`config.mk`:
```
export PLATFORM = sky130hd
export DESIGN_NAME = tlc_phase_scheduler
export DESIGN_NICKNAME = d
export VERILOG_FILES = /design/src/rtl/tlc_pkg.sv /design/src/rtl/tlc_interval_timer.sv /design/src/rtl/tlc_phase_scheduler.sv
export SDC_FILE = /design/constraint.sdc
export NUM_CORES = 1
export LEC_CHECK = 0
export ABC_AREA = 0
export CAP_MARGIN = 25
export CORE_MARGIN = 5
export CORE_UTILIZATION = 49
export CTS_CLUSTER_SIZE = 28
export DETAILED_ROUTE_END_ITERATION = 7
export GPL_TIMING_DRIVEN = 0
export PLACE_DENSITY_LB_ADDON = 0.12
export REMOVE_ABC_BUFFERS = 1
export SLEW_MARGIN = 15
export SYNTH_ARGS = -nofsm -noshare
export SYNTH_HDL_FRONTEND = slang
export SYNTH_HIERARCHICAL = 1
export SYNTH_SLANG_ARGS = --single-unit
```
`constraint.sdc`:
```
create_clock -name Clock -period 2.46 [get_ports Clock]
set_input_delay 0.369 -clock Clock [delete_from_list [all_inputs] [get_ports Clock]]
set_output_delay 0.369 -clock Clock [all_outputs]
set_load 0.1 [all_outputs]
```
`src/rtl/tlc_pkg.sv`:
```
// Shared definitions for the four-approach phase scheduler.
// Holds light codes, phase indices, controller states, approach bit
// positions and the helpers that map phases to approach masks and light codes.
// Approach masks are ordered {W, EL, NL, E}.
package tlc_pkg;

    // Light codes driven per approach; 2'b11 is never produced.
    localparam logic [1:0] LC_RED    = 2'b00;
    localparam logic [1:0] LC_GREEN  = 2'b01;
    localparam logic [1:0] LC_YELLOW = 2'b10;

    // Approach bit positions within a 4-bit approach mask.
    localparam int A_E  = 0;
    localparam int A_NL = 1;
    localparam int A_EL = 2;
    localparam int A_W  = 3;

    typedef enum logic [1:0] {
        P_EW     = 2'd0,
        P_ENL    = 2'd1,
        P_EL     = 2'd2,
        P_UNUSED = 2'd3
    } phase_t;

    typedef enum logic [1:0] {
        ST_GREEN  = 2'd0,
        ST_YELLOW = 2'd1,
        ST_ALLRED = 2'd2
    } ctl_state_t;

    // Approaches that are green while a phase is active.
    // The unused index behaves as P_EW so a corrupted phase recovers there.
    function automatic logic [3:0] phase_mask(input phase_t p);
        case (p)
            P_EW:    phase_mask = 4'b1001;
            P_ENL:   phase_mask = 4'b0011;
            P_EL:    phase_mask = 4'b0100;
            default: phase_mask = 4'b1001;
        endcase
    endfunction

    // Round-robin successor: 0 -> 1 -> 2 -> 0.
    function automatic phase_t phase_succ(input phase_t p);
        case (p)
            P_EW:    phase_succ = P_ENL;
            P_ENL:   phase_succ = P_EL;
            default: phase_succ = P_EW;
        endcase
    endfunction

    // Packs four light codes {W, EL, NL, E}; green takes priority over yellow.
    function automatic logic [7:0] lights_for(input logic [3:0] green_mask,
                                              input logic [3:0] yellow_mask);
        logic [7:0] l;
        l = '0;
        for (int i = 0; i < 4; i++) begin
            if (green_mask[i])       l[2*i +: 2] = LC_GREEN;
            else if (yellow_mask[i]) l[2*i +: 2] = LC_YELLOW;
            else                     l[2*i +: 2] = LC_RED;
        end
        return l;
    endfunction

endpackage

```
`src/rtl/tlc_interval_timer.sv`:
```
// Loadable 4-bit down-counter that advances only on tick.
// Ports:
//   clk        - clock, rising edge
//   rst_n      - synchronous active-low reset, count returns to INIT
//   tick       - timebase enable; count decrements (saturating at 0)
//   load       - loads load_value; wins over the tick decrement
//   load_value - new interval length
//   count      - ticks left in the current interval
//   done       - high on the tick that ends the interval
module tlc_interval_timer #(
    parameter logic [3:0] INIT = 4'd4
) (
    input  logic       clk,
    input  logic       rst_n,
    input  logic       tick,
    input  logic       load,
    input  logic [3:0] load_value,
    output logic [3:0] count,
    output logic       done
);

    always_ff @(posedge clk) begin
        if (!rst_n) begin
            count <= INIT;
        end else if (load) begin
            count <= load_value;
        end else if (tick && (count != 4'd0)) begin
            count <= count - 4'd1;
        end
    end

    // Intervals are never zero-length, so a count of 1 on a tick is the last tick.
    assign done = tick && (count <= 4'd1);

endmodule

```
`src/rtl/tlc_phase_scheduler.sv`:
```
// Demand-driven phase scheduler for the E / NL / EL / W intersection.
// Latches sensor requests, picks the next phase round-robin among phases
// with demand, and sequences GREEN -> YELLOW -> ALLRED with min/max green.
// Ports:
//   Clock, Reset          - clock and synchronous active-low reset
//   tick                  - single-cycle timebase enable
//   E, NL, EL, W          - approach sensors
//   etl, nltl, eltl, wtl  - light codes (RED=00, GREEN=01, YELLOW=10)
//   phase                 - active phase (outgoing phase during YELLOW/ALLRED)
//   ctl_state             - controller state GREEN/YELLOW/ALLRED
//   remaining             - ticks left in the current interval
//   req_pending           - latched requests {W, EL, NL, E}
module tlc_phase_scheduler
    import tlc_pkg::*;
#(
    parameter int MIN_GREEN = 4,
    parameter int MAX_GREEN = 12,
    parameter int YELLOW_T  = 2,
    parameter int ALLRED_T  = 1
) (
    input  logic       Clock,
    input  logic       Reset,
    input  logic       tick,
    input  logic       E,
    input  logic       NL,
    input  logic       EL,
    input  logic       W,
    output logic [1:0] etl,
    output logic [1:0] nltl,
    output logic [1:0] eltl,
    output logic [1:0] wtl,
    output logic [1:0] phase,
    output logic [1:0] ctl_state,
    output logic [3:0] remaining,
    output logic [3:0] req_pending
);

    localparam logic [3:0] MIN_LEN  = 4'(MIN_GREEN);
    localparam logic [3:0] YEL_LEN  = 4'(YELLOW_T);
    localparam logic [3:0] AR_LEN   = 4'(ALLRED_T);
    localparam logic [3:0] MIN_LAST = 4'(MIN_GREEN - 1);
    localparam logic [3:0] MAX_LAST = 4'(MAX_GREEN - 1);

    ctl_state_t state_q;
    phase_t     phase_q;
    phase_t     target_q;
    logic [3:0] green_cnt;
    logic [3:0] req_q;
    logic [3:0] sens_q;
    logic [7:0] light_q;

    logic [3:0] sens;
    logic [3:0] green_now;
    phase_t     cur;
    phase_t     nxt1;
    phase_t     nxt2;
    phase_t     tgt;
    logic [3:0] cur_mask;
    logic       dem1;
    logic       dem2;
    logic       own;
    logic       exit_green;
    logic       timer_load;
    logic [3:0] timer_value;
    logic       timer_done;

    assign sens = {W, EL, NL, E};

    always_comb begin
        for (int i = 0; i < 4; i++) begin
            green_now[i] = (light_q[2*i +: 2] == LC_GREEN);
        end
    end

    assign cur      = (phase_q == P_UNUSED) ? P_EW : phase_q;
    assign cur_mask = phase_mask(cur);
    assign nxt1     = phase_succ(cur);
    assign nxt2     = phase_succ(nxt1);

    // Demand only counts approaches that are not already green now.
    assign dem1 = |(req_q & phase_mask(nxt1) & ~cur_mask);
    assign dem2 = |(req_q & phase_mask(nxt2) & ~cur_mask);
    assign tgt  = dem1 ? nxt1 : nxt2;

    // Registered sensors, so a sensor edge on a tick cycle counts from the next tick.
    assign own = |(sens_q & cur_mask);

    assign exit_green = tick && (state_q == ST_GREEN) && (green_cnt >= MIN_LAST)
                        && (dem1 || dem2) && (!own || (green_cnt >= MAX_LAST));

    always_comb begin
        timer_load  = 1'b0;
        timer_value = MIN_LEN;
        if (tick) begin
            case (state_q)
                ST_GREEN: begin
                    if (exit_green) begin
                        timer_load  = 1'b1;
                        timer_value = YEL_LEN;
                    end
                end
                ST_YELLOW: begin
                    if (timer_done) begin
                        timer_load  = 1'b1;
                        timer_value = AR_LEN;
                    end
                end
                ST_ALLRED: begin
                    if (timer_done) begin
                        timer_load  = 1'b1;
                        timer_value = MIN_LEN;
                    end
                end
                default: begin
                    timer_load  = 1'b1;
                    timer_value = MIN_LEN;
                end
            endcase
        end
    end

    tlc_interval_timer #(
        .INIT(MIN_LEN)
    ) u_timer (
        .clk       (Clock),
        .rst_n     (Reset),
        .tick      (tick),
        .load      (timer_load),
        .load_value(timer_value),
        .count     (remaining),
        .done      (timer_done)
    );

    always_ff @(posedge Clock) begin
        if (!Reset) begin
            state_q   <= ST_GREEN;
            phase_q   <= P_EW;
            target_q  <= P_EW;
            green_cnt <= 4'd0;
            req_q     <= 4'd0;
            sens_q    <= 4'd0;
            light_q   <= lights_for(phase_mask(P_EW), 4'b0000);
        end else begin
            sens_q <= sens;
            // A green approach is being served, so its clear beats a new set.
            req_q  <= (req_q | sens) & ~green_now;
            if (tick) begin
                case (state_q)
                    ST_GREEN: begin
                        phase_q <= cur;
                        if (exit_green) begin
                            state_q  <= ST_YELLOW;
                            target_q <= tgt;
                            light_q  <= lights_for(cur_mask & phase_mask(tgt),
                                                   cur_mask & ~phase_mask(tgt));
                        end else if (green_cnt != 4'd15) begin
                            green_cnt <= green_cnt + 4'd1;
                        end
                    end
                    ST_YELLOW: begin
                        if (timer_done) begin
                            state_q <= ST_ALLRED;
                            light_q <= lights_for(cur_mask & phase_mask(target_q), 4'b0000);
                        end
                    end
                    ST_ALLRED: begin
                        if (timer_done) begin
                            state_q   <= ST_GREEN;
                            phase_q   <= target_q;
                            green_cnt <= 4'd0;
                            light_q   <= lights_for(phase_mask(target_q), 4'b0000);
                        end
                    end
                    default: begin
                        state_q   <= ST_GREEN;
                        phase_q   <= P_EW;
                        green_cnt <= 4'd0;
                        light_q   <= lights_for(phase_mask(P_EW), 4'b0000);
                    end
                endcase
            end
        end
    end

    assign etl         = light_q[2*A_E  +: 2];
    assign nltl        = light_q[2*A_NL +: 2];
    assign eltl        = light_q[2*A_EL +: 2];
    assign wtl         = light_q[2*A_W  +: 2];
    assign phase       = phase_q;
    assign ctl_state   = state_q;
    assign req_pending = req_q;

endmodule

```
Word-level counts from Yosys, hierarchy flattened
Cells that the tools add are included.

Input bits: 7. Flip-flop bits (word level): 30.

Add/sub/neg operators: 2. Multiplexer cells: 60. Equal/unequal tests: 23. Bitwise gates (word level): 14. Order comparisons: 3. Reduce and logical (&&, ||, !) cells: 22.

Operators by type and width (number): $mux W4 (17); $pmux W4 S2 (6); $and A4 B4 Y4 (9); $mux W2 (14); $mux W8 (3); $pmux W8 S3 (1); $eq A2 B1 Y1 const B (10); $eq A2 B2 Y1 const B (7); $not A4 Y4 (3); $pmux W2 S3 (2); $pmux W4 S3 (1); $reduce_or A4 Y1 (3); $mux W1 (11); $ne A2 B2 Y1 const B (4); $pmux W2 S2 (2); $logic_and A1 B1 Y1 (6); $logic_not A2 Y1 (3); $mux W3 (2); $reduce_and A3 Y1 (2); $reduce_and A5 Y1 (1); $add A4 B1 Y4 const B (1); $ge A4 B2 Y1 const B (1); $ge A4 B4 Y1 const B (1); $le A4 B1 Y1 const B (1); other kinds (12) (13).

Longest topological paths before layout
Gate-level depths: netlist of the first run.

Depth after elaboration: 24. Depth in mapped cells: 13. Depth with buffers taken out: 12.

Cells and area by module
The synthesis of the first run kept the hierarchy.

By module, submodules not included: tlc_phase_scheduler (area each 1642.8 um2, seq. area each 520.5 um2, instances 1, cells an instance 189); tlc_interval_timer (area each 272.8 um2, seq. area each 80.1 um2, instances 1, cells an instance 32).

Least setup slack after synthesis of the first run
OpenSTA, ideal clock, no wires.

Path type: register -> register. From: register phase_q[0], in the netlist phase[0]. To: register light_q[6]. Path buffers: 1. Period minus slack after synthesis: 3335 ps. Arrival: 3200 ps. Setup slack: -875 ps. Data required time: 2326 ps. Cell stages (with the launch flop): 14. Path through: dfxtp_1 inv_1 ha_1 buf_6 a21oi_1 a21o_1 nand2_1 mux2i_1 inv_1 ha_1 a31oi_1 o21ai_0 a2111oi_0 a31oi_1.

Longest elaborated chain between the ends: 20. Elaborated cells between the ends (all ways): 46. Those cells by class: 10 x eq/ne; 17 x mux; 8 x bitwise; 11 x reduce/logical.

RTL lines: start: declaration (RTL line tlc_phase_scheduler.sv:45) `phase_t phase_q;`; start signal: assignment (RTL line tlc_phase_scheduler.sv:150) `phase_q <= cur;`; start signal: assignment (RTL line tlc_phase_scheduler.sv:169) `phase_q <= target_q;`; $eq A2 B2 Y1 (RTL line tlc_phase_scheduler.sv:75) `assign cur = (phase_q == P_UNUSED) ? P_EW : phase_q;`; $mux W2 (*) (RTL line tlc_phase_scheduler.sv:75); $eq A2 B1 Y1 or $logic_not A2 Y1 (tied branches) (RTL line tlc_pkg.sv:34, tlc_pkg.sv:44); $pmux W2 S2 (RTL line tlc_pkg.sv:44) `case (p)`; $eq A2 B2 Y1 or $eq A2 B1 Y1 (tied branches) (RTL line tlc_pkg.sv:34, tlc_pkg.sv:44); $pmux W4 S2 (RTL line tlc_pkg.sv:34) `case (p)`; $and A4 B4 Y4 (2 in a row) (RTL line tlc_phase_scheduler.sv:81) `assign dem1 = |(req_q & phase_mask(nxt1) & ~cur_mask);`; $reduce_or A4 Y1 (RTL line tlc_phase_scheduler.sv:81); (+1 left out); net tgt[1] (RTL line tlc_phase_scheduler.sv:57) `phase_t tgt;`; (+2 left out); $mux W4 (*) (RTL line tlc_phase_scheduler.sv:151) `if (exit_green) begin`; $mux W4 (*) (RTL line tlc_phase_scheduler.sv:148) `case (state_q)`; $mux W4 (*) (RTL line tlc_phase_scheduler.sv:147) `if (tick) begin`; $mux W4 (*) (RTL line tlc_phase_scheduler.sv:135) `if (!Reset) begin`; $and A4 B4 Y4 (*) (RTL line tlc_phase_scheduler.sv:154) `light_q <= lights_for(cur_mask & phase_mask(tgt),`; $mux W2 (*) (RTL line tlc_pkg.sv:57) `if (green_mask[i]) l[2*i +: 2] = LC_GREEN;`; $mux W8 (*) (RTL line tlc_phase_scheduler.sv:151); $pmux W8 S3 (*) (RTL line tlc_phase_scheduler.sv:148); end signal: assignment (RTL line tlc_phase_scheduler.sv:154); end signal: assignment (RTL line tlc_phase_scheduler.sv:163) `light_q <= lights_for(cur_mask & phase_mask(target_q), 4'b0000);`; end signal: assignment (RTL line tlc_phase_scheduler.sv:171) `light_q <= lights_for(phase_mask(target_q), 4'b0000);`; end: declaration (RTL line tlc_phase_scheduler.sv:50) `logic [7:0] light_q;`.

The timed path passes the listed nets; every way through them passes the cells marked *. The select of a mux whose other input is x is not followed. A chain may end at the register's enable or synchronous reset.

Final worst setup path of the first run
From: register phase_q[0], in the netlist phase[0]. To: register u_timer.count[1].

Longest elaborated chain between the ends: 18. Elaborated cells between the ends (all ways): 37. Those cells by class: 7 x eq/ne; 13 x mux; 6 x bitwise; 11 x reduce/logical.

RTL lines: $eq A2 B2 Y1 (RTL line tlc_phase_scheduler.sv:75); $mux W2 (*) (RTL line tlc_phase_scheduler.sv:75); $eq A2 B1 Y1 or $logic_not A2 Y1 (tied branches) (RTL line tlc_pkg.sv:34, tlc_pkg.sv:44); $pmux W2 S2 (RTL line tlc_pkg.sv:44); $eq A2 B1 Y1 or $logic_not A2 Y1 (tied branches) (RTL line tlc_pkg.sv:34, tlc_pkg.sv:44); $pmux W2 S2 (RTL line tlc_pkg.sv:44); $eq A2 B2 Y1 or $eq A2 B1 Y1 (tied branches) (RTL line tlc_pkg.sv:34); $pmux W4 S2 (RTL line tlc_pkg.sv:34); (+3 left out); $logic_or A1 B1 Y1 (RTL line tlc_phase_scheduler.sv:89) `&& (dem1 || dem2) && (!own || (green_cnt >= MAX_LAST));`; $logic_and A1 B1 Y1 (RTL line tlc_phase_scheduler.sv:89); $logic_and A1 B1 Y1 (*) (RTL line tlc_phase_scheduler.sv:89); $mux W1 (*) (RTL line tlc_phase_scheduler.sv:97) `if (exit_green) begin`; $pmux W1 S2 (*) (RTL line tlc_phase_scheduler.sv:95) `case (state_q)`; $mux W1 (*) (RTL line tlc_phase_scheduler.sv:94) `if (tick) begin`; net timer_load (RTL line tlc_phase_scheduler.sv:63) `logic timer_load;`; $mux W4 or $reduce_bool A2 Y1 (tied branches); end signal: assignment (RTL line tlc_interval_timer.sv:26) `count <= load_value;`; end signal: assignment (RTL line tlc_interval_timer.sv:28) `count <= count - 4'd1;`; end: declaration (RTL line tlc_interval_timer.sv:18) `output logic [3:0] count,`.

The timed path passes the listed nets; every way through them passes the cells marked *.

==> results.sh, run 1 <==
export IMPL_status="finished, final reports clean"
export IMPL_synth_edf_count=0
export IMPL_drive_above_1_share_pct=19.1
export IMPL_drv_slew=0
export IMPL_die_x_um=72.5
export IMPL_die_height_um=72.5
export IMPL_criticalPathCategory="flop to flop"
export IMPL_portBuffers=26
export IMPL_crit_path_max_fanout=8
export IMPL_start_util_pct=51.5
export IMPL_vias=1682
export IMPL_yosysUniqueCellTypes=57
export IMPL_antenna_left=0
export IMPL_synth_top_area_cell="dfxtp_1"
export IMPL_ys_seq_elements=30
export IMPL_power_mw=1.50
export IMPL_hold_violations=0
export IMPL_pre_cts_ws_ns=-0.543
export IMPL_holdBufCountCts=0
export IMPL_totalWireLength_um=4660
export IMPL_synthArstFlopShare_pct=0
export IMPL_period_share_pct=97.8
export IMPL_antenna_found_initial=0
export IMPL_track_usage_pct=19.2
export IMPL_worstMarginPinSlew_ns=0.973
export IMPL_arrival_ns=2.63
export IMPL_cp_required_ns=2.68
export IMPL_grt_pass1_wl_um=7930
export IMPL_max_vdd_ir_drop_v=0.000395
export IMPL_power_density_mw_per_mm2=606
export IMPL_min_period_ns=2.41
export IMPL_cap_violations=0
export IMPL_cts_buffers=5
export IMPL_p_leak_nw=1.03
export IMPL_yosysSeqAreaShare_pct=31.4
export IMPL_viasPerCell=5.51
export IMPL_max_slew_margin_pct=34.9
export IMPL_layout_commonest_cell="dfxtp_1"
export IMPL_first_global_vias=1650
export IMPL_clock_sinks=30
export IMPL_crit_path_start_kind="flop"
export IMPL_clock_path_buffers=2
export IMPL_synth_top_area_share_pct=31.4
export IMPL_firstDrtPassIters=4
export IMPL_synth_flop_cell="dfxtp_1"
export IMPL_core_sq_mm=0.00372
export IMPL_hold_depth=2
export IMPL_crit_chain="inv_2, ha_1, nand2b_1, and3_1, maj3_2, and2_4, o21a_2, a311o_1, a21boi_2"
export IMPL_rr_worst_depth=9
export IMPL_dp_hpwl_um=3200
export IMPL_first_iter_violations=180
export IMPL_nNetsFinal=281
export IMPL_ys_top_cells_by_area="dfxtp_1, ha_1, mux2i_1"
export IMPL_layout_setup_ws_ns=0.0538
export IMPL_path_clk_slew_ns=0.07
export IMPL_holdCritPathClass="flop to flop"
export IMPL_antenna_cells=0
export IMPL_cts_htree_levels=2
export IMPL_cpMaxStageDelayCell="dfxtp_4"
export IMPL_die_area_sq_mm=0.00526
export IMPL_top_level_ports=27
export IMPL_syn_avg_cell_area_sq_um=8.67
export IMPL_layout_common_cells="dfxtp_1, nand2_1, clkdlybuf4s50_1"
export IMPL_finalSetupViolations=0
export IMPL_synthCells=221
export IMPL_clkLatencyLatePin_ns=0.29
export IMPL_holdWs_ns=0.480
export IMPL_grt_setup_unrepaired="yes"
export IMPL_crit_path_end_kind="flop"
export IMPL_cts_tree="yes"
export IMPL_fin_skew_ns=0.00643
export IMPL_grt_ovfl_total=0
export IMPL_wl_per_cell_um=15.3
export IMPL_netlist_area_sq_mm=0.00192
export IMPL_drc=0
export IMPL_rows=22
export IMPL_yosysWarnings=6
export IMPL_cts_root_buf="clkbuf_8"
export IMPL_routabilityCongestion=0.844
export IMPL_max_freq_mhz=416
export IMPL_grt_start_max_net_pins=26
export IMPL_area_growth_pct=28.9
export IMPL_slowest_delay_ns=0.37
[routing by layer]
layer / track usage, % / routed length (um) / up-vias
li1: - / - / 854
met2: 30.6 / 2270 / 30
met1: 24.3 / 2160 / 792
met3: 6.09 / 176 / 6
met4: 6.97 / 55 / 0
met5: 0 / 0 / -
[cells in the mapped netlist (all sizes together) (2+ instances only)]
library cell,instances
nor2,11
a32o,2
inv,22
a21oi,11
nand3,5
a22o,2
nand2,25
nand3b,4
mux2i,12
nand2b,4
a2111oi,2
o22ai,5
and2,5
a211oi,4
nor3,3
a22oi,3
clkbuf,4
a221oi,2
a21o,4
buf,5
a31oi,3
ha,18
nor2b,4
and3,3
o21ai,6
dfxtp,30
[critical path: cells and delay by family (launching register included)]
family	cells	cell delay (ns)
DFF	1	0.37
AOI/OAI and AO/OA	3	0.68
adders and majority gates	2	0.64
and+or+nand+nor	3	0.61
buffers and inverters	1	0.06
[sequential cells by signal (all words and copies together), names as in the netlist]
name	flops
u_timer/count	4
phase	2
target_q	2
green_cnt	4
ctl_state	2
req_pending	4
light_q	8
sens_q	4
[area by class of cell]
class,count,area (sq um)
multi-input cells,160,1270
fillers,319,1250
flip-flops and latches,30,608
repair buffers,37,344
inverters,22,82.6
clock buffers,5,68.8
well taps,48,60.1
clock inverters,3,40.0
[repair_timing]
item | in CTS | in global routing
cloned | 0 | 0
buffers inserted | 8 | 3
setup endpoints to repair | 16 | 13
pin swaps | 4 | 5
resized for setup | 15 | 14
endpoints found under the hold margin | 0 | 0
[report_power, final]
part | internal, mW | total [mW] | switching [mW]
clock network | 0.298 | 0.494 | 0.196
registers | 0.510 | 0.538 | 0.0283
logic | 0.183 | 0.465 | 0.282
total | 0.990 | 1.50 | 0.507
[final timing paths]
path | startpoint | to | slack, ns
worst min register to register | light_q[4]$_SDFFE_PN0P_ | light_q[4]$_SDFFE_PN0P_ | 0.48
worst max-delay path | phase[0]$_SDFFE_PN0P_ | u_timer/count[1]$_SDFFE_PN0P_ | 0.05
worst max register to register | phase[0]$_SDFFE_PN0P_ | u_timer/count[1]$_SDFFE_PN0P_ | 0.05
worst min-delay path | light_q[4]$_SDFFE_PN0P_ | light_q[4]$_SDFFE_PN0P_ | 0.48
[kinds of logic after synthesis]
group,after synthesis,synth area share [%]
DFF,30,31.4
xor gates and xnor gates,1,0.457
buffers and inverters,31,7.31
adders and majority gates,19,12.3
muxes,12,6.27
and+or+nand+nor,73,20.3
other,1,0.196
AOI/OAI and AO/OA,54,21.8
[stage by stage]
stage | TNS [ns] | cell area [sq um] | instances | util, %
4_1_cts | 0 | 2390 | 302 | 64.4
6_report | 0 | 2470 | 305 | 66.5
2_1_floorplan | -8.82 | 1860 | 212 | -
3_5_place_dp | -5.91 | 2180 | 286 | 58.6
3_3_place_gp | -5.74 | 2180 | 286 | 58.6
5_1_grt | -0.158 | 2470 | 305 | 66.5
(Power assumes the default switching activity.)
==> run 2: changes to the inputs <==
- CORE_ASPECT_RATIO: unset -> 1.75
==> results.sh, run 2 (synthesis results as in run 1) <==
export IMPL_status="finished with violations"
export IMPL_violations="negative setup slack"
export IMPL_swShare_pct=34.7
export IMPL_p_seq_share_pct=35.6
export IMPL_r2r_start="phase[0]$_SDFFE_PN0P_"
export IMPL_max_slew_margin_pct=35.0
export IMPL_max_freq_mhz=393
export IMPL_start_util_pct=50.0
export IMPL_power_density_mw_per_mm2=604
export IMPL_power_mw=1.51
export IMPL_power_switching_uw=525
export IMPL_rrSetupSlack_ns=-0.08
export IMPL_drive_above_1_share_pct=20.8
export IMPL_hold_violations=0
export IMPL_max_vdd_ir_drop_v=0.000403
export IMPL_holdCritPathClass="flop to flop"
export IMPL_vias=1759
export IMPL_drv_slew=0
export IMPL_criticalPathCategory="flop to flop"
export IMPL_crit_path_end_kind="flop"
export IMPL_first_global_vias=1729
export IMPL_crit_top_cell="a31oi_1"
export IMPL_holdBufCountCts=0
export IMPL_p_leak_nw=1.06
export IMPL_dp_cells=286
export IMPL_cts_root_buf="clkbuf_8"
export IMPL_clock_sinks=30
export IMPL_clkLatencyLatePin_ns=0.29
export IMPL_portBuffers=26
export IMPL_wl_per_cell_um=16.7
export IMPL_cts_tree="yes"
export IMPL_cts_htree_levels=2
export IMPL_die_height_um=92.7
export IMPL_routabilityCongestion=0.846
export IMPL_period_share_pct=103
export IMPL_slowest_delay_ns=0.38
export IMPL_antenna_left=0
export IMPL_grt_ovfl_total=0
export IMPL_crit_chain="inv_4, ha_4, a21oi_1, a21o_1, nand2_2, mux2i_2, inv_1, ha_2, a31oi_1, o21ai_1, a2111oi_2, a31oi_1"
export IMPL_grt_setup_unrepaired="yes"
export IMPL_rows=30
export IMPL_drc=0
export IMPL_layout_setup_ws_ns=-0.0827
export IMPL_hold_depth=2
export IMPL_internal_power_uw=989
export IMPL_track_usage_pct=19.7
export IMPL_hold_path_startpoint="light_q[5]$_SDFFE_PN0P_"
export IMPL_largest_register="light_q"
export IMPL_top_level_ports=27
export IMPL_area_growth_pct=30.9
export IMPL_finalSetupViolations=1
export IMPL_layout_common_cells="dfxtp_1, nand2_1, clkdlybuf4s50_1"
export IMPL_first_iter_violations=88
export IMPL_die_area_sq_mm=0.00531
export IMPL_p_comb_share_pct=30.9
export IMPL_grt_pass1_wl_um=8190
export IMPL_crit_path_max_fanout=7
export IMPL_crit_path_start_kind="flop"
export IMPL_largest_register_ffs=8
export IMPL_nNetsFinal=284
export IMPL_cap_violations=0
export IMPL_grt_start_max_net_pins=26
export IMPL_arrival_ns=2.68
export IMPL_antenna_found_initial=0
export IMPL_viasPerCell=5.71
export IMPL_firstDrtPassIters=4
export IMPL_min_period_ns=2.54
export IMPL_clock_path_buffers=2
export IMPL_rr_worst_depth=12
export IMPL_fin_cells=308
export IMPL_core_sq_mm=0.00383
export IMPL_cpMaxStageDelayCell="dfxtp_4"
export IMPL_worstMarginPinSlew_ns=0.972
export IMPL_clkPwrFrac_pct=33.5
export IMPL_cp_startpoint="phase[0]$_SDFFE_PN0P_"
export IMPL_totalWireLength_um=5140
export IMPL_layout_commonest_cell="dfxtp_1"
export IMPL_antenna_cells=0
export IMPL_fin_skew_ns=0.00265
export IMPL_hold_end="light_q[5]$_SDFFE_PN0P_"
export IMPL_cts_buffers=5
export IMPL_dp_hpwl_um=3390
export IMPL_die_x_um=57.3
export IMPL_rr_endpoint="light_q[6]$_SDFFE_PN1P_"
export IMPL_path_clk_slew_ns=0.07
export IMPL_cp_required_ns=2.60
-- run 2: per-layer routing --
metal,up-vias,GRT usage [%],wire length (um)
met3,16,3.35,215
met4,0,9.09,149
li1,854,-,-
met5,-,0,0
met2,65,35.9,2760
met1,824,21.4,2010
-- run 2: power groups by stage --
stage          clock network (mW)  logic [mW]  registers, mW
2_1_floorplan                   0       0.190          0.653
3_3_place_gp                    0       0.391          0.547
3_5_place_dp                    0       0.397          0.547
4_1_cts                     0.510       0.430          0.538
5_1_grt                     0.528       0.498          0.544
6_report                    0.507       0.468          0.539
-- run 2: cell type report --
| type | count | area [sq um] |
|---|---|---|
| Clock inverter | 3 | 40.0 |
| Timing Repair Buffer | 40 | 374 |
| Multi-Input combinational cell | 160 | 1270 |
| Clock buffer | 5 | 68.8 |
| Fill cell | 326 | 1320 |
| Sequential cell | 30 | 608 |
| Inverter | 22 | 85.1 |
| Tap cell | 48 | 60.1 |
-- run 2: metrics by stage --
step / setup TNS, ns / worst slack (ns) / hold slack [ns] / utilization, % / area (sq um)
5_1_grt: -0.252 / -0.243 / 0.503 / 65.5 / 2510
6_report: -0.0827 / -0.0827 / 0.487 / 65.5 / 2510
3_3_place_gp: -7.13 / -0.635 / 0.468 / 56.9 / 2180
3_5_place_dp: -6.31 / -0.699 / 0.463 / 56.9 / 2180
4_1_cts: -0.208 / -0.155 / 0.484 / 61.4 / 2350
2_1_floorplan: -8.82 / -0.900 / 0.458 / - / 1860
-- run 2: worst max path at each step --
stage	end	cells after the start	slack (ns)
final	light_q[6]$_SDFFE_PN1P_	12	-0.08
after global routing	light_q[6]$_SDFFE_PN1P_	12	-0.24
after CTS	light_q[6]$_SDFFE_PN1P_	11	-0.15
after detailed placement	light_q[6]$_SDFFE_PN1P_	12	-0.70
after global placement	light_q[6]$_SDFFE_PN1P_	12	-0.64
after floorplan	light_q[6]$_SDFFE_PN1P_	12	-0.90
-- run 2: repair_timing --
item	4_1_cts	5_1_grt
pin swaps	2	11
setup endpoints to repair	16	15
setup buffers	1	13
gates resized for setup	17	16
-- run 2: critical path: cells and delay by family, from the launching register on --
kind                     cells  cell delay [ns]
buffers and inverters        2             0.13
adder cells (fa/ha/maj)      2             0.56
multiplexers                 1             0.29
flip-flops                   1             0.38
AND/OR/NAND/NOR              1             0.12
AO/OA/AOI/OAI                6             0.89
==> RTL change: new RTL, config.mk and constraints of run 2 <==
`A_EL`: 2 -> 1.
--- a/src/rtl/tlc_pkg.sv
+++ b/src/rtl/tlc_pkg.sv
@@ -12,7 +12,7 @@
     // Approach bit positions within a 4-bit approach mask.
     localparam int A_E  = 0;
     localparam int A_NL = 1;
-    localparam int A_EL = 2;
+    localparam int A_EL = 1;
     localparam int A_W  = 3;
 
     typedef enum logic [1:0] {
Function: changed (a bounded check fails within 10 cycles, from zero or initial values and one cycle with Reset low).
==> RTL change against run 2 <==
Sequential cell count did not move; critical path type unchanged; final area fell by 1.7%; setup slack improved by 0.10 ns; die area rose by 2.7%; largest cell class unchanged; hold slack got worse by 0.022 ns; total power fell by 8.2%; non-clock buffer count fell by 2; largest power group unchanged; fmax rose by 4.3%; wire length fell by 7.2%; area after synthesis rose by 3.1%.
==> RTL change: results (changes against run 2) <==
* Count of different cell masters after synthesis at 58 (was 57)
* Nets at 282 (was 284)
* Yosys warnings at 6 (unchanged)
* Maximum number of buffers from clock root to sink at 2 (unchanged)
* Initial antenna violation count at 0 (unchanged)
* Global routing usage summed across all routing layers at 0.1822 (was 0.1969)
* Number of buffers added by the clock tree synthesis step at 5 (unchanged)
* List of most frequent post-synthesis cells: dfxtp_1, nand2_1, inv_1 (unchanged)
* Critical Path Slowest Stage Cell: dfxtp_4 (unchanged)
* Clock edge transition at the registers on the reported setup and hold paths at 0.06 ns
* Layout filler cell count at 342 (was 326)
* Clock latency of the later-clocked register in the worst-skew pair at 0.28 ns
* Count of buffers inserted at the top-level ports at 26 (unchanged)
* Initial detailed-routing violation count at 57 (was 88)
* Synthesis-to-finish area growth at 24.70% (was 30.89%)
* Placer's final routability congestion estimate at 0.7860 (was 0.8455)
* Mean post-synth cell area at 8.627 um2 (was 8.668 um2)
* Maximum number of pins on one net before global-route repair at 26 (unchanged)
* Setup TNS after final layout at 0 ns (was -0.08274 ns)
* Endpoint arrival time on the critical path at 2.56 ns (was 2.68 ns)
* Root buffer cell: clkbuf_8 (unchanged)
* Inserted Diodes at 0 (unchanged)
* Asr flop ratio synth at 0 (unchanged)
* Largest incremental delay on the critical path at 0.37 ns
* Hold Crit Class: reg -> reg (unchanged)
* Drt pass-1 iters at 4 (unchanged)
* Post-place setup slack at -0.6436 ns (was -0.6987 ns)
* Cell types with the largest area share after synthesis: dfxtp_1, ha_1, mux2i_1 (unchanged)
* Fraction of layout instances using a drive strength above 1 at 0.1953 (was 0.2077)
* Register with the highest flop count: light_q (unchanged)
* Highest fanout seen on the critical path at 4 (was 7)
* Final Non-Filler Cells at 304 (was 308)
* # H-tree levels at 2 (unchanged)
* Via total after detailed routing at 1705 (was 1759)
* HPWL after DPL at 3386 um (unchanged)
* Transition at the pin with the smallest max-transition slack at 0.9786 ns (was 0.9721 ns)
* Flip-flop count of the largest register, all copies and words added at 8 (unchanged)
* Cells after DPL at 286 (unchanged)
* Leakage Power at 1.023 nW (was 1.057 nW)
* Detailed Route WL at 4769 um (was 5139 um)
* Final setup skew at 0.006563 ns (was 0.002653 ns)
* Max IR drop VDD at 0.4040 mV (was 0.4030 mV)
* DP Area at 2178 um2 (unchanged)
* Global-route wire length before repair at 7659 um (was 8190 um)
* Share of the yosys chip area belonging to registers at 0.3040 (was 0.3135)
* Outcome: finished clean (was complete, but fails checks)
[RTL change: layer usage]
| layer | vias to the layer above | wire length (um) | part of all wire | global-route usage |
|---|---|---|---|---|
| met4 | 0 | 150 | 0.031 | 0.08704 |
| met1 | 813 | 1865 | 0.39 | 0.1894 |
| met5 | - | 0 | 0 | 0 |
| met2 | 36 | 2605 | 0.55 | 0.3396 |
| li1 | 845 | - | - | - |
| met3 | 11 | 148 | 0.031 | 0.03164 |
[RTL change: kinds of logic after synthesis]
| group | Yosys count | synth area share |
|---|---|---|
| AOI/OAI and AO/OA | 54 | 0.2109 |
| and+or+nand+nor | 73 | 0.1970 |
| buffers and inverters | 39 | 0.1013 |
| other | 1 | 0.001898 |
| DFF | 30 | 0.3040 |
| muxes | 12 | 0.06080 |
| adders and majority gates | 19 | 0.1197 |
| xor gates and xnor gates | 1 | 0.004434 |
[RTL change: final timing paths]
check,cells past startpoint,slack (ns),to,from
max,12,0.02,light_q[6]$_SDFFE_PN1P_,phase[0]$_SDFFE_PN0P_
min,2,0.47,light_q[4]$_SDFFE_PN0P_,light_q[4]$_SDFFE_PN0P_
max reg2reg,12,0.02,light_q[6]$_SDFFE_PN1P_,phase[0]$_SDFFE_PN0P_
min reg2reg,2,0.47,light_q[4]$_SDFFE_PN0P_,light_q[4]$_SDFFE_PN0P_
[RTL change: critical path, delay by kind of cell (launching register included)]
kind	cells	cell delay [ns]
buf+inv	2	0.11
mux	1	0.27
flops	1	0.37
compound gates	6	0.89
fa+ha+maj	2	0.52
simple gates	1	0.10
[RTL change: layout make-up]
| class | count | area share |
|---|---|---|
| Multi-Input combinational cell | 160 | 0.5180 |
| Sequential cell | 30 | 0.2468 |
| Timing Repair Buffer | 38 | 0.1427 |
| Inverter | 22 | 0.03454 |
| Clock buffer | 6 | 0.03352 |
| Tap cell | 48 | 0.02438 |
[RTL change: what timing repair did]
action,in CTS,in global routing
buffers inserted,3,9
gates resized for setup,18,13
pin swaps,5,6
setup endpoints to repair,18,13
hold buffers,0,0
[RTL change: power by group]
| part | switching, mW | internal (mW) | total [mW] | leakage, nW |
|---|---|---|---|---|
| logic | 0.282 | 0.178 | 0.460 | 0.733 |
| clock network | 0.174 | 0.215 | 0.389 | 0.0431 |
| registers | 0.0303 | 0.510 | 0.541 | 0.246 |
| total | 0.485 | 0.904 | 1.39 | 1.02 |
